**src/rtl/mha_pkg.sv**
```systemverilog
// Shared definitions for the multi-head-attention residual stage: FSM state
// encoding, default geometry, and the clamp helper used by the saturating
// build (MHA_RESIDUAL_SAT_EN).
package mha_pkg;

  typedef enum logic [1:0] {
    IDLE = 2'd0,
    RUN  = 2'd1,
    DONE = 2'd2
  } residual_state_t;

  localparam int DEF_DATA_W  = 8;
  localparam int DEF_D_MODEL = 192;
  localparam int DEF_N_ROWS  = 197;

  // Clamp a signed value into the range of a width-bit two's complement word.
  function automatic int sat_signed(input int value, input int width);
    int max_v;
    int min_v;
    max_v = (1 << (width - 1)) - 1;
    min_v = -(1 << (width - 1));
    if (value > max_v)      return max_v;
    else if (value < min_v) return min_v;
    else                    return value;
  endfunction

endpackage

```
**src/rtl/mha_skip_fifo.sv**
```systemverilog
// Single-clock skip FIFO with full/empty flags. The head word is driven
// straight from the storage flops, so a word written in cycle t is visible
// at the head from cycle t+1 (no empty-to-head bypass).
module mha_skip_fifo #(
  parameter int WIDTH = 8,
  parameter int DEPTH = 256
) (
  input  logic             clk,
  input  logic             reset,
  input  logic             push,
  input  logic [WIDTH-1:0] push_data,
  input  logic             pop,
  output logic [WIDTH-1:0] head,
  output logic             full,
  output logic             empty
);

  localparam int ADDR_W = $clog2(DEPTH);

  logic [WIDTH-1:0]  mem [DEPTH];
  logic [ADDR_W-1:0] wr_ptr;
  logic [ADDR_W-1:0] rd_ptr;
  logic [ADDR_W:0]   count;
  logic              push_ok;
  logic              pop_ok;

  // A push into a full FIFO is refused even when a pop happens alongside it.
  assign push_ok = push && !full;
  assign pop_ok  = pop && !empty;
  assign full    = (count == (ADDR_W + 1)'(DEPTH));
  assign empty   = (count == '0);
  assign head    = mem[rd_ptr];

  // Pointer and occupancy bookkeeping; reset flushes the FIFO.
  always_ff @(posedge clk) begin
    // NOTE: state registers use non-blocking assignment so every flop samples pre-edge values.
    if (reset) begin
      wr_ptr <= '0;
      rd_ptr <= '0;
      count  <= '0;
    end else begin
      if (push_ok) wr_ptr <= wr_ptr + 1'b1;
      if (pop_ok)  rd_ptr <= rd_ptr + 1'b1;
      case ({push_ok, pop_ok})
        2'b10:   count <= count + 1'b1;
        2'b01:   count <= count - 1'b1;
        default: count <= count;
      endcase
    end
  end

  // Storage write port.
  always_ff @(posedge clk) begin
    // NOTE: storage is not reset; flushing the pointers/count makes stale words unreachable.
    if (push_ok) mem[wr_ptr] <= push_data;
  end

endmodule

```
**src/rtl/mha_residual_add.sv**
```systemverilog
// Residual add stage after multi-head self-attention: buffers the block
// input x in a skip FIFO and emits z = x + y for each attention output y.
// Build option: define MHA_RESIDUAL_SAT_EN to saturate the sum; otherwise
// the sum wraps to DATA_W bits.
module mha_residual_add
  import mha_pkg::*;
#(
  parameter int DATA_W     = DEF_DATA_W,
  parameter int D_MODEL    = DEF_D_MODEL,
  parameter int N_ROWS     = DEF_N_ROWS,
  parameter int SKIP_DEPTH = 256
) (
  input  logic              clk,
  input  logic              reset,
  input  logic              init,
  output logic              ready,
  input  logic [DATA_W-1:0] x_data,
  input  logic              x_valid,
  output logic              x_ready,
  input  logic [DATA_W-1:0] y_data,
  input  logic              y_valid,
  output logic              y_ready,
  output logic [DATA_W-1:0] z_data,
  output logic              z_valid,
  input  logic              z_ready,
  output logic              z_row_last,
  output logic              z_block_last
);

  localparam int TOTAL = N_ROWS * D_MODEL;
  localparam int CNT_W = $clog2(TOTAL + 1);
  localparam int COL_W = (D_MODEL > 1) ? $clog2(D_MODEL) : 1;
  localparam logic [CNT_W-1:0] TOTAL_C  = CNT_W'(TOTAL);
  localparam logic [CNT_W-1:0] LAST_C   = CNT_W'(TOTAL - 1);
  localparam logic [COL_W-1:0] COL_LAST = COL_W'(D_MODEL - 1);

  residual_state_t          state;
  logic [CNT_W-1:0]         in_cnt;
  logic [CNT_W-1:0]         out_cnt;
  logic [COL_W-1:0]         col;
  logic [DATA_W-1:0]        head;
  logic                     fifo_full;
  logic                     fifo_empty;
  logic                     x_fire;
  logic                     y_fire;
  logic                     z_fire;
  logic signed [DATA_W:0]   sum;
  logic [DATA_W-1:0]        z_next;

  assign ready   = (state == IDLE);
  assign x_ready = (state == RUN) && !fifo_full && (in_cnt < TOTAL_C);
  // Backpressure from z_ready drops y_ready in the same cycle.
  assign y_ready = (state == RUN) && !fifo_empty && (!z_valid || z_ready);
  assign x_fire  = x_valid && x_ready;
  assign y_fire  = y_valid && y_ready;
  assign z_fire  = z_valid && z_ready;

  assign sum = $signed({head[DATA_W-1], head}) + $signed({y_data[DATA_W-1], y_data});

  // Reduce the DATA_W+1 bit sum back to DATA_W bits.
  always_comb begin
    // NOTE: always_comb outputs get a default first so no path leaves them unassigned (no latch).
    z_next = '0;
`ifdef MHA_RESIDUAL_SAT_EN
    z_next = DATA_W'(sat_signed(int'(sum), DATA_W));
`else
    z_next = DATA_W'(sum);
`endif
  end

  mha_skip_fifo #(
    .WIDTH (DATA_W),
    .DEPTH (SKIP_DEPTH)
  ) u_skip_fifo (
    .clk       (clk),
    .reset     (reset),
    .push      (x_fire),
    .push_data (x_data),
    .pop       (y_fire),
    .head      (head),
    .full      (fifo_full),
    .empty     (fifo_empty)
  );

  // Block FSM, beat counters and the registered z output stage.
  always_ff @(posedge clk) begin
    if (reset) begin
      state        <= IDLE;
      in_cnt       <= '0;
      out_cnt      <= '0;
      col          <= '0;
      z_valid      <= 1'b0;
      z_data       <= '0;
      z_row_last   <= 1'b0;
      z_block_last <= 1'b0;
    end else begin
      case (state)
        IDLE: begin
          if (init) begin
            state   <= RUN;
            in_cnt  <= '0;
            out_cnt <= '0;
            col     <= '0;
          end
        end
        RUN:     if (z_fire && z_block_last) state <= DONE;
        DONE:    state <= IDLE;
        default: state <= IDLE;
      endcase

      // Handshakes only occur in RUN, so these never collide with the IDLE clear.
      if (x_fire) in_cnt <= in_cnt + 1'b1;

      if (y_fire) begin
        out_cnt      <= out_cnt + 1'b1;
        col          <= (col == COL_LAST) ? '0 : col + 1'b1;
        z_valid      <= 1'b1;
        z_data       <= z_next;
        z_row_last   <= (col == COL_LAST);
        z_block_last <= (out_cnt == LAST_C);
      end else if (z_fire) begin
        z_valid      <= 1'b0;
        z_row_last   <= 1'b0;
        z_block_last <= 1'b0;
      end
    end
  end

endmodule

```
**config.mk**
```make
export PLATFORM = sky130hd
export DESIGN_NAME = mha_residual_add
export DESIGN_NICKNAME = d
export VERILOG_FILES = /design/src/rtl/mha_pkg.sv /design/src/rtl/mha_skip_fifo.sv /design/src/rtl/mha_residual_add.sv
export SDC_FILE = /design/constraint.sdc
export NUM_CORES = 2
export LEC_CHECK = 0
export ABC_AREA = 1
export CORE_AREA = 2 2 584 586
export CTS_BUF_LIST = sky130_fd_sc_hd__clkbuf_8 sky130_fd_sc_hd__clkbuf_16
export DETAILED_ROUTE_END_ITERATION = 7
export DIE_AREA = 0 0 586 588
export PLACE_DENSITY = 0.48
export SLEW_MARGIN = 20
export SYNTH_ARGS = -nofsm -noshare
export SYNTH_HDL_FRONTEND = slang
export SYNTH_HIERARCHICAL = 1
export SYNTH_SLANG_ARGS = --single-unit
```
**constraint.sdc**
```tcl
create_clock -name clk -period 4.1 [get_ports clk]
set_input_delay 1.025 -clock clk [delete_from_list [all_inputs] [get_ports clk]]
set_output_delay 1.025 -clock clk [all_outputs]
set_load 0.1 [all_outputs]
```
==> reports/results.tsv <==
stage	metric	value	unit
worst_setup_path	rrSetupSlack	260	ps
finish	mostFrequentLayoutCell	nand2_1	
route	viasPerCell	4.72	
route	firstDrtPassIters	6	
pwr	total_leakage_power	36.0	nW
die	dieArea	0.345	mm²
worst_setup_path	path_cells	buf_12, buf_12, buf_4, nand3_1, nand3_1, nand3_1, nand3_1, nand3_1, nand3_1, nand2_1, nand2_1, nand2_1, fa_1, nand3_1, nand2_1, xnor2_1, buf_4, a21oi_1	
yosys	synth_warnings	6	
clock_tree	hold_buffers	0	
clock_tree	cts-root-buf	clkbuf_16	
route	drt-initial-drc-count	5841	
min_path	worstHoldPathType	flop to flop	
pwr	max-vdd-ir-drop	0.377	mV
timing	rsz0062_at_grt	no	
die	die_width	586	µm
global_routing	grt_pass1_wl	397	mm
worst_setup_path	crit_top_cell	nand3_1	
worst_setup_path	crit_arrival	4600	ps
clock_tree	worstSkewPairLatency	900	ps
worst_setup_path	worstPathRequired	4860	ps
place	io_buffer_count	35	
global_routing	overflow	0	
finish	final_cell_area	0.104	mm²
die	die_h	588	µm
flow_run	drv_cap	0	
finish	mostFrequentLayoutCells	nand2_1 (2234), nand3_1 (2088), edfxtp_1 (2048)	
timing	setup_viol	0	
worst_setup_path	r2r_end	z_data[4]	
route	wl_per_cell	21.4	µm
worst_setup_path	crit_path_end	z_data[4]	
clock_tree	clockBufferDepth	4	
worst_setup_path	r2r_cells	18	
route	route.detailed.drc	0	
worst_setup_path	worstSetupStartpointType	flop	
timing	setup-tns-final	0	ps
timing	finalHoldViolCount	0	
timing	fin_crit_sh	0.938	
timing	max_freq	0.260	GHz
place	dpl.hpwl	165	mm
finish	drive_above_1_share	0.112	
yosys	yosysSeqAreaShare	0.721	
pwr	cellPowerDensity	470	mW/mm²
die	core-area	0.338	mm²
finish	nNetsFinal	7972	
yosys	avgSynthCellArea	11.5	µm²
die	io_pins	36	
place	dpl_cell_area	0.0965	mm²
yosys	syn_area	0.0877	mm²
die	rows	214	
route	route.vias.total	59800	
clock_tree	clkTransAtPathRegs	60	ps
worst_setup_path	path_max_fanout	68	
timing	worst_slew_pin_slew	1110	ps
die	start_util	0.259	
clock_tree	cts_setup_buffers	0	
timing	slew_viol_final	0	
timing	slew-limit-headroom	0.258	
global_routing	grt_max_degree	114	
status	outcome	completed	
worst_setup_path	critical_path_class	flop to flop	
yosys	synth-seq-cells	2134	
route	wirelength	270	mm
yosys	ys_types	39	
finish	areaGrowthSynthToFinish	18.4	%
worst_setup_path	slowest_stage	fa_1	
worst_setup_path	critPathCaptureType	flop	
global_routing	antenna_found_initial	12	
clock_tree	cts_buffers	233	
global_routing	grt_pass1_vias	58100	
yosys	synth_cells	7625	
timing	period_needed	3840	ps
timing	finClkSkew	80.4	ps
place	place.gp.congestion	0.865	
clock_tree	cts_sinks	2134	
clock_tree	ctsHtreeMaxLevel	4	
clock_tree	cts_tree	done	
yosys	syn-num-nets	7667	
global_routing	globalRouteTotalUtil	0.153	
worst_setup_path	slowest_delay	450	ps
route	ant_nets	0	
clock_tree	cts_resized	0	
[metrics by stage]
step           total power (W)  hold slack (ps)  utilization  setup slack [ps]  std cells
2_1_floorplan           0.0270              447            -               565       7625
3_3_place_gp            0.0289              470        0.285               172      12200
3_5_place_dp            0.0289              475        0.285               161      12200
4_1_cts                 0.0493              489        0.307               279      12700
5_1_grt                 0.0505              511        0.307               106      12700
6_report                0.0488              487        0.307               256      12700
[critical path, delay by kind of cell, from the launching register on]
| kind | cells | cell delay [ps] |
|---|---|---|
| buf+inv | 4 | 910 |
| flops | 1 | 410 |
| xor+xnor | 1 | 150 |
| fa+ha+maj | 1 | 450 |
| compound gates | 1 | 60 |
| simple gates | 11 | 1640 |
[synth_stat cells]
library cell	count	area (µm²)
nor2_1	340	1280
nand3b_1	1	7.51
xor2_1	15	131
nand3_1	2092	10500
nand3_2	1	10.0
o21bai_1	2	15.0
nor4_1	1	6.26
nor3b_1	2	15.0
a31oi_1	1	6.26
o21ai_0	47	235
nand2_1	2234	8390
inv_4	1	6.26
buf_1	35	131
a211oi_1	2	15.0
nand4_2	8	100
buf_4	54	405
edfxtp_1	2048	61500
buf_6	7	78.8
a21o_1	1	7.51
nor2_2	4	25.0
ha_1	19	238
fa_1	1	20.0
o21ai_1	1	5.00
and3_1	1	6.26
inv_2	6	22.5
a22oi_1	2	15.0
or2_2	1	6.26
nand2_2	2	12.5
a21oi_1	68	340
nor3_1	14	70.1
xnor2_1	4	35.0
inv_1	95	357
buf_2	303	1520
clkinv_1	3	11.3
nand4_1	17	106
o21a_1	1	7.51
dfxtp_1	86	1720
clkbuf_1	104	390
nand3_4	1	17.5
[registers in the layout, summed over array words and instances (netlist names), named ones only]
register	flops
out_cnt	16
z_data	8
u_skip_fifo/count	9
u_skip_fifo/wr_ptr	8
state	2
u_skip_fifo/rd_ptr	8
z_valid	1
z_block_last	1
u_skip_fifo/mem	2048
in_cnt	16
col	8
z_row_last	1
[area by class of cell]
| class | count | area [µm²] |
|---|---|---|
| fillers | 34400 | 235000 |
| inverters | 105 | 428 |
| diodes | 3 | 7.51 |
| clock inverters | 189 | 1530 |
| multi-input cells | 4883 | 21700 |
| repair buffers | 573 | 5500 |
| flip-flops and latches | 2134 | 63200 |
| well taps | 4536 | 5680 |
| clock buffers | 233 | 5830 |
[report_power, final]
| part | leakage, nW | internal, W | total, W | switching, W |
|---|---|---|---|---|
| sequential | 19.1 | 0.0239 | 0.0240 | 0.0000562 |
| combinational | 13.1 | 0.00130 | 0.00447 | 0.00317 |
| clock | 3.78 | 0.0118 | 0.0204 | 0.00863 |
| total | 36.0 | 0.0370 | 0.0488 | 0.0119 |
[per-layer routing]
metal | share of wire | vias up | global-route usage
li1 | - | 27600 | -
met1 | 0.45 | 29900 | 0.216
met2 | 0.46 | 1839 | 0.245
met3 | 0.057 | 384 | 0.0189
met4 | 0.032 | 0 | 0.0487
met5 | 0 | - | 0
[cell families (layout without fill, tap and decap cells)]
family	after synthesis	count (layout)	synth area share
compound gates	125	125	0.00737
xor+xnor	19	19	0.00190
fa+ha+maj	20	20	0.00294
buf+inv	608	1100	0.0333
flops	2134	2134	0.721
other cells	0	3	0
simple gates	4719	4719	0.234
[how the worst min path moves through the flow]
stage,start,end,slack [ps],depth (start not counted)
after CTS,z_data[0],z_data[0],490,2
final,z_data[0],z_data[0],490,2
after floorplan,out_cnt[0],out_cnt[0],450,1
after detailed placement,z_data[0],z_data[0],470,2
after global routing,z_data[0],z_data[0],510,2
after global placement,out_cnt[0],out_cnt[0],470,1
(Power assumes the default switching activity.)
